[src/rtl/traffic_mode_controller_if.sv]
// Signal bundle between the mode controller and its environment (buttons,
// config sub-module candidates, mode enables and committed times).
interface traffic_mode_controller_if #(
  parameter int TIME_W = 7
);
  logic              buttonChangeMode;
  logic              buttonConfig;
  logic [TIME_W-1:0] greenTimeModified;
  logic [TIME_W-1:0] yellowTimeModified;
  logic [TIME_W-1:0] redTimeModified;
  logic [2:0]        enable;
  logic [TIME_W-1:0] greenTime;
  logic [TIME_W-1:0] yellowTime;
  logic [TIME_W-1:0] redTime;
  logic              modeEntry;
  logic              configSaved;
  logic              configError;
  logic [1:0]        stateDbg;

  // No valid/ready handshake here: buttons are raw asynchronous levels, the
  // candidate times are plain levels sampled during the one COMMIT cycle, and
  // modeEntry/configSaved/configError are single-cycle strobes with no back-pressure.
  modport master (
    output buttonChangeMode, buttonConfig,
    output greenTimeModified, yellowTimeModified, redTimeModified,
    input  enable, greenTime, yellowTime, redTime,
    input  modeEntry, configSaved, configError, stateDbg
  );

  modport slave (
    input  buttonChangeMode, buttonConfig,
    input  greenTimeModified, yellowTimeModified, redTimeModified,
    output enable, greenTime, yellowTime, redTime,
    output modeEntry, configSaved, configError, stateDbg
  );
endinterface

[src/rtl/traffic_mode_controller.sv]
// Mode sequencer: synchronizes and debounces the two mode buttons, then runs
// the AUTO/MANUAL/CONFIG/COMMIT machine that owns the committed light times.
module traffic_mode_controller #(
  parameter int SYNC_STAGES     = 2,
  parameter int DEBOUNCE_CYCLES = 4,
  parameter int TIME_W          = 7,
  parameter int GREEN_DEF       = 30,
  parameter int YELLOW_DEF      = 5,
  parameter int RED_DEF         = 35,
  parameter int MIN_TIME        = 1,
  parameter int MAX_TIME        = 99
) (
  input logic                     clk,
  input logic                     reset,
  traffic_mode_controller_if.slave bus
);

  localparam int              CNT_W    = $clog2(DEBOUNCE_CYCLES + 1);
  localparam logic [CNT_W-1:0] CNT_LAST = CNT_W'(DEBOUNCE_CYCLES - 1);

  localparam logic [2:0] EN_AUTO   = 3'b100;
  localparam logic [2:0] EN_CONFIG = 3'b010;
  localparam logic [2:0] EN_MANUAL = 3'b001;

  typedef enum logic [1:0] {
    AUTO   = 2'd0,
    MANUAL = 2'd1,
    CONFIG = 2'd2,
    COMMIT = 2'd3
  } state_t;

  // Button index 0 = change-mode, 1 = config.
  logic [1:0]             rawButtons;
  logic [SYNC_STAGES-1:0] syncChain [2];
  logic [CNT_W-1:0]       stableCnt [2];
  logic [1:0]             level;
  logic [1:0]             pressEv;

  assign rawButtons = {bus.buttonConfig, bus.buttonChangeMode};

  // The press event is registered on the same edge the debounced level rises,
  // so press-to-event latency is SYNC_STAGES + DEBOUNCE_CYCLES.
  always_ff @(posedge clk or negedge reset) begin
    if (!reset) begin
      for (int b = 0; b < 2; b++) begin
        syncChain[b] <= '0;
        stableCnt[b] <= '0;
      end
      level   <= '0;
      pressEv <= '0;
    end else begin
      for (int b = 0; b < 2; b++) begin
        syncChain[b] <= (syncChain[b] << 1) | SYNC_STAGES'(rawButtons[b]);
        if (syncChain[b][SYNC_STAGES-1] != level[b]) begin
          if (stableCnt[b] == CNT_LAST) begin
            level[b]     <= syncChain[b][SYNC_STAGES-1];
            pressEv[b]   <= syncChain[b][SYNC_STAGES-1];
            stableCnt[b] <= '0;
          end else begin
            stableCnt[b] <= stableCnt[b] + CNT_W'(1);
            pressEv[b]   <= 1'b0;
          end
        end else begin
          stableCnt[b] <= '0;
          pressEv[b]   <= 1'b0;
        end
      end
    end
  end

  logic modeEv;
  logic cfgEv;

  // A simultaneous change-mode press suppresses the config press outright.
  assign modeEv = pressEv[0];
  assign cfgEv  = pressEv[1] & ~pressEv[0];

  function automatic logic inRange(input logic [TIME_W-1:0] t);
    return (t >= TIME_W'(MIN_TIME)) && (t <= TIME_W'(MAX_TIME));
  endfunction

  logic [TIME_W:0] candSum;
  logic            candOk;

  assign candSum = {1'b0, bus.greenTimeModified} + {1'b0, bus.yellowTimeModified};
  assign candOk  = inRange(bus.greenTimeModified)
                && inRange(bus.yellowTimeModified)
                && inRange(bus.redTimeModified)
                && ({1'b0, bus.redTimeModified} == candSum);

  state_t            state;
  logic [2:0]        enableR;
  logic [TIME_W-1:0] greenR;
  logic [TIME_W-1:0] yellowR;
  logic [TIME_W-1:0] redR;
  logic              modeEntryR;
  logic              configSavedR;
  logic              configErrorR;

  always_ff @(posedge clk or negedge reset) begin
    if (!reset) begin
      state        <= AUTO;
      enableR      <= EN_AUTO;
      greenR       <= TIME_W'(GREEN_DEF);
      yellowR      <= TIME_W'(YELLOW_DEF);
      redR         <= TIME_W'(RED_DEF);
      modeEntryR   <= 1'b0;
      configSavedR <= 1'b0;
      configErrorR <= 1'b0;
    end else begin
      modeEntryR   <= 1'b0;
      configSavedR <= 1'b0;
      configErrorR <= 1'b0;
      case (state)
        AUTO: begin
          if (modeEv) begin
            state      <= MANUAL;
            enableR    <= EN_MANUAL;
            modeEntryR <= 1'b1;
          end else if (cfgEv) begin
            state      <= CONFIG;
            enableR    <= EN_CONFIG;
            modeEntryR <= 1'b1;
          end
        end
        MANUAL: begin
          if (modeEv) begin
            state      <= AUTO;
            enableR    <= EN_AUTO;
            modeEntryR <= 1'b1;
          end
        end
        CONFIG: begin
          if (cfgEv) begin
            state <= COMMIT;
          end
        end
        COMMIT: begin
          // enable stays at CONFIG for this cycle; only an accepted commit leaves.
          if (candOk) begin
            greenR       <= bus.greenTimeModified;
            yellowR      <= bus.yellowTimeModified;
            redR         <= bus.redTimeModified;
            configSavedR <= 1'b1;
            state        <= AUTO;
            enableR      <= EN_AUTO;
            modeEntryR   <= 1'b1;
          end else begin
            configErrorR <= 1'b1;
            state        <= CONFIG;
          end
        end
      endcase
    end
  end

  assign bus.enable      = enableR;
  assign bus.greenTime   = greenR;
  assign bus.yellowTime  = yellowR;
  assign bus.redTime     = redR;
  assign bus.modeEntry   = modeEntryR;
  assign bus.configSaved = configSavedR;
  assign bus.configError = configErrorR;
  assign bus.stateDbg    = state;

endmodule

[src/flat_wrapper.sv]
// flat-port wrapper written by rule: the top's interface ports become plain ports
module traffic_mode_controller_flat 
#(
  parameter int SYNC_STAGES     = 2,
  parameter int DEBOUNCE_CYCLES = 4,
  parameter int TIME_W          = 7,
  parameter int GREEN_DEF       = 30,
  parameter int YELLOW_DEF      = 5,
  parameter int RED_DEF         = 35,
  parameter int MIN_TIME        = 1,
  parameter int MAX_TIME        = 99
)
  (clk, reset, bus_buttonChangeMode, bus_buttonConfig, bus_greenTimeModified, bus_yellowTimeModified, bus_redTimeModified, bus_enable, bus_greenTime, bus_yellowTime, bus_redTime, bus_modeEntry, bus_configSaved, bus_configError, bus_stateDbg);
  traffic_mode_controller_if #(.TIME_W(TIME_W)) bus_i ();
  input logic clk;
  input logic reset;
  input wire logic [$bits(bus_i.buttonChangeMode)-1:0] bus_buttonChangeMode;
  input wire logic [$bits(bus_i.buttonConfig)-1:0] bus_buttonConfig;
  input wire logic [$bits(bus_i.greenTimeModified)-1:0] bus_greenTimeModified;
  input wire logic [$bits(bus_i.yellowTimeModified)-1:0] bus_yellowTimeModified;
  input wire logic [$bits(bus_i.redTimeModified)-1:0] bus_redTimeModified;
  output wire logic [$bits(bus_i.enable)-1:0] bus_enable;
  output wire logic [$bits(bus_i.greenTime)-1:0] bus_greenTime;
  output wire logic [$bits(bus_i.yellowTime)-1:0] bus_yellowTime;
  output wire logic [$bits(bus_i.redTime)-1:0] bus_redTime;
  output wire logic [$bits(bus_i.modeEntry)-1:0] bus_modeEntry;
  output wire logic [$bits(bus_i.configSaved)-1:0] bus_configSaved;
  output wire logic [$bits(bus_i.configError)-1:0] bus_configError;
  output wire logic [$bits(bus_i.stateDbg)-1:0] bus_stateDbg;
  assign bus_i.buttonChangeMode = bus_buttonChangeMode;
  assign bus_i.buttonConfig = bus_buttonConfig;
  assign bus_i.greenTimeModified = bus_greenTimeModified;
  assign bus_i.yellowTimeModified = bus_yellowTimeModified;
  assign bus_i.redTimeModified = bus_redTimeModified;
  assign bus_enable = bus_i.enable;
  assign bus_greenTime = bus_i.greenTime;
  assign bus_yellowTime = bus_i.yellowTime;
  assign bus_redTime = bus_i.redTime;
  assign bus_modeEntry = bus_i.modeEntry;
  assign bus_configSaved = bus_i.configSaved;
  assign bus_configError = bus_i.configError;
  assign bus_stateDbg = bus_i.stateDbg;
  traffic_mode_controller #(.SYNC_STAGES(SYNC_STAGES), .DEBOUNCE_CYCLES(DEBOUNCE_CYCLES), .TIME_W(TIME_W), .GREEN_DEF(GREEN_DEF), .YELLOW_DEF(YELLOW_DEF), .RED_DEF(RED_DEF), .MIN_TIME(MIN_TIME), .MAX_TIME(MAX_TIME)) u_core (.clk(clk), .reset(reset), .bus(bus_i));
endmodule
[config.mk]
export PLATFORM = sky130hd
export DESIGN_NAME = traffic_mode_controller_flat
export DESIGN_NICKNAME = d
export VERILOG_FILES = /design/src/rtl/traffic_mode_controller_if.sv /design/src/rtl/traffic_mode_controller.sv /design/src/flat_wrapper.sv
export SDC_FILE = /design/constraint.sdc
export NUM_CORES = 1
export LEC_CHECK = 0
export ABC_AREA = 1
export CORE_ASPECT_RATIO = 0.75
export CORE_MARGIN = 4
export CORE_UTILIZATION = 49
export CTS_CLUSTER_DIAMETER = 40
export DETAILED_ROUTE_END_ITERATION = 8
export PLACE_DENSITY = 0.79
export SKIP_CTS_REPAIR_TIMING = 1
export SYNTH_ARGS = -nofsm -noshare
export SYNTH_HDL_FRONTEND = slang
export SYNTH_SLANG_ARGS = --single-unit
[constraint.sdc]
create_clock -name clk -period 1.3 [get_ports clk]
set_clock_uncertainty 0.1 [all_clocks]
set_input_delay 0.13 -clock clk [delete_from_list [all_inputs] [get_ports clk]]
set_output_delay 0.13 -clock clk [all_outputs]
set_load 0.01 [all_outputs]
==> run_results.csv <==
group,metric,value,unit
run_status,status,"finished, violations left",
run_status,violations,"setup timing",
global_routing,met3_usage,4.82,%
critical_path,startpoint_type,"primary input",
critical_path,crit_type,"primary input to register",
power,swShare,31.1,%
global_routing,grt_busiest_layer,"met2",
run,drv_cap,0,
power,pwr-share-seq,46.7,%
cts,clkSlewWorstSetupHoldPaths,0.09,ns
min_path,hold_class,"primary input to register",
timing,fin_crit,1.96,ns
placed_design,io_buffer_count,53,
cts,cts_sinks,43,
die,row_count,20,
power,powerDensity,868,mW/mm^2
synthesis,synthesis.nets,303,
placed_design,pre_cts_ws,-1.30,ns
critical_path,cp_num_buf_inv,3,
power,peakVddDrop,773,uV
global_routing,met1_usage,27.9,%
drt,ant_nets,0,
cells_and_area,final_nets,405,
timing,slew_viol_final,0,
cts,htree_num_levels,2,
die,design.core.area,0.00423,mm^2
die,start_util,53.0,%
drt,vias,2215,
cts,cts_buffers,5,
timing,tightest_slew,0.335,ns
synthesis,avgSynthCellArea,8.36,um^2
power,p_comb_share,25.1,%
global_routing,grt_first_pass_wirelength,8.95,mm
critical_path,crit_slowest_cell,"ha_1",
synthesis,synth_seq_area_share,48.6,%
drt,wire_per_inst,16.0,um
critical_path,cpPeakStageDelay,0.29,ns
timing,setup_viol,29,
die,fp.dieArea,0.00573,mm^2
power,p_int,0.00221,W
cts,clockBufferDepth,2,
drt,route.detailed.drc,0,
timing,finalHoldViolations,0,
timing,max_freq,511,MHz
critical_path,crit_chain,"dlymetal6s2s_1 > buf_4 > ha_1 > nand2_1 > nand2_2 > nand3_2 > nand2_2 > nand2_1 > nand2_1 > nand2_1 > nand2_2 > nor2_4 > nand3_4 > buf_12 > nand2_2 > o21ai_2",
synthesis,synth_cells,268,
synthesis,ys_seq_elements,43,
timing,post-route-period-util,150,%
synthesis,synth_cell_types,25,
power,p_sw,0.000995,W
cells_and_area,fill_cells,231,
drt,routed_via_density,5.20,
placed_design,gp_congestion,0.917,
cts,cts-root-buf,"clkbuf_8",
global_routing,grt_use_met2,31.8,%
global_routing,antenna_found_initial,0,
timing,max_slew_margin,77.5,%
cts,cts_tree,"done",
timing,rsz0062_at_grt,"true",
critical_path,cpLargestDelayFamily,"simple AND/OR/NAND/NOR gates",
critical_path,crit_arrival,2.05,ns
drt,drtPass1Iterations,4,
timing,finalSetupTns,-16.63,ns
placed_design,post-dp-hpwl,4.21,mm
synthesis,syn_area,0.00224,mm^2
critical_path,critPathMaxFanout,7,
drt,dr.first_iter.drc_count,128,
power,clkPwrFrac,28.2,%
cts,clkLatencyLatePin,0.30,ns
die,fp.dieW,86.1,um
cells_and_area,diodes,0,
global_routing,grt.total_usage,20.0,%
global_routing,grt_max_degree,44,
synthesis,yosysWarnings,0,
power,cellLeakagePower,2.35,nW
global_routing,grt_pass1_vias,1957,
die,dieHeight,66.6,um
critical_path,endpoint_kind,"register",
timing,setup_ws,-0.656,ns
critical_path,cp.required,1.39,ns
drt,wl,6.83,mm
cells_and_area,area_delta_synth_final,64.7,%
die,ios,54,
cells_and_area,layout-drive-gt1-share,36.9,%
global_routing,grt_overflow,0,
==> cell usage in the layout, fill, tap and decap left out, drive strengths merged, types with 9 or more instances in the layout <==
master           n
dlymetal6s2s    41
dfrtp           33
clkdlybuf4s50    9
buf             45
o21ai           17
nor2            26
nand2          100
ha               9
inv             36
nand3           16
dfstp           10
==> path summary, 6_finish.rpt <==
kind | start | end | slack, ns | depth (start not counted)
worst max-delay path | bus_yellowTimeModified[1] | u_core.bus.yellowTime[6] | -0.66 | 16
worst min-delay path | bus_greenTimeModified[6] | u_core.bus.greenTime[6] | 0.07 | 3
worst max register to register | u_core.bus.stateDbg[1] | u_core.bus.yellowTime[6] | -0.06 | 6
worst min register to register | u_core.syncChain[2] | u_core.syncChain[3] | 0.26 | 0
max in group asynchronous | reset | u_core.bus.redTime[1] | 0.61 | 3
min in group asynchronous | reset | u_core.bus.greenTime[5] | 0.23 | 3
==> cell type report <==
class | count | area [um^2] | area share (%)
Timing Repair Buffer | 99 | 1080 | 29.2
Clock inverter | 3 | 26.3 | 0.712
Multi-Input combinational cell | 187 | 1230 | 33.3
Clock buffer | 5 | 68.8 | 1.87
Sequential cell | 43 | 1090 | 29.5
Inverter | 34 | 130 | 3.53
Tap cell | 55 | 68.8 | 1.87
==> tightest hold or removal path, stage by stage <==
cell            delay (ns)
dlymetal6s2s_1        0.17
nand2_1               0.10
nand2_2               0.04
==> per-layer routing <==
metal | share of wire, % | vias to the layer above
met5 | 0 | -
met4 | 1.5 | 0
met3 | 7.0 | 12
met2 | 52 | 103
met1 | 39 | 1066
li1 | - | 1034
==> cells by family (layout without fill, tap and decap cells) <==
group	after synthesis	in the layout	share of synthesized area, %
AND/OR/NAND/NOR	150	150	28.9
flip-flops	43	43	48.6
buffers and inverters	38	141	7.77
AO/OA/AOI/OAI	22	22	6.87
adder cells (fa/ha/maj)	10	10	5.92
XOR/XNOR	5	5	1.96
==> Yosys cell counts <==
cell / n / area [um^2]
a21oi_1: 4 / 20.0
buf_6: 4 / 45.0
clkinv_2: 1 / 5.00
dfrtp_1: 33 / 826
dfstp_2: 10 / 263
fa_1: 1 / 20.0
ha_1: 9 / 113
inv_1: 33 / 124
nand2_1: 98 / 368
nand2_2: 2 / 12.5
nand3_1: 14 / 70.1
nand3_2: 1 / 10.0
nand3_4: 1 / 17.5
nand3b_1: 1 / 7.51
nand3b_4: 1 / 20.0
nor2_1: 24 / 90.1
nor2_2: 1 / 6.26
nor2_4: 1 / 11.3
nor3_1: 5 / 25.0
o211ai_1: 1 / 7.51
o21ai_0: 6 / 30.0
o21ai_2: 11 / 96.3
or2_4: 1 / 8.76
xnor2_1: 3 / 26.3
xor2_1: 2 / 17.5
==> stage by stage <==
| step | area [um^2] | total power [W] | std cells | utilization (%) | hold slack (ns) |
|---|---|---|---|---|---|
| final | 3690 | 0.00320 | 426 | 87.2 | 0.0686 |
| after global placement | 3090 | 0.00219 | 404 | 73.0 | 0.0179 |
| after floorplan | 2270 | 0.00190 | 268 | - | -0.266 |
| after global routing | 3690 | 0.00339 | 426 | 87.2 | 0.0808 |
| after CTS | 3180 | 0.00311 | 412 | 75.3 | -0.304 |
| after detailed placement | 3090 | 0.00223 | 404 | 73.0 | 0.0176 |
==> state kept, by name, summed over array words and instances, names as in the netlist, 2 cells and up <==
| register | flops |
|---|---|
| u_core.level | 2 |
| u_core.pressEv | 2 |
| u_core.bus.redTime | 7 |
| u_core.bus.enable | 3 |
| u_core.bus.greenTime | 7 |
| u_core.syncChain | 4 |
| u_core.bus.stateDbg | 2 |
| u_core.bus.yellowTime | 7 |
| u_core.stableCnt | 6 |
==> power by group through the flow <==
stage          clock [W]  sequential (W)  combinational [W]
2_1_floorplan          0         0.00151           0.000389
3_3_place_gp           0         0.00151           0.000673
3_5_place_dp           0         0.00152           0.000707
4_1_cts         0.000908         0.00150           0.000710
5_1_grt         0.000985         0.00151           0.000898
6_report        0.000902         0.00150           0.000804
No activity file was read; power rests on OpenSTA's default activity.
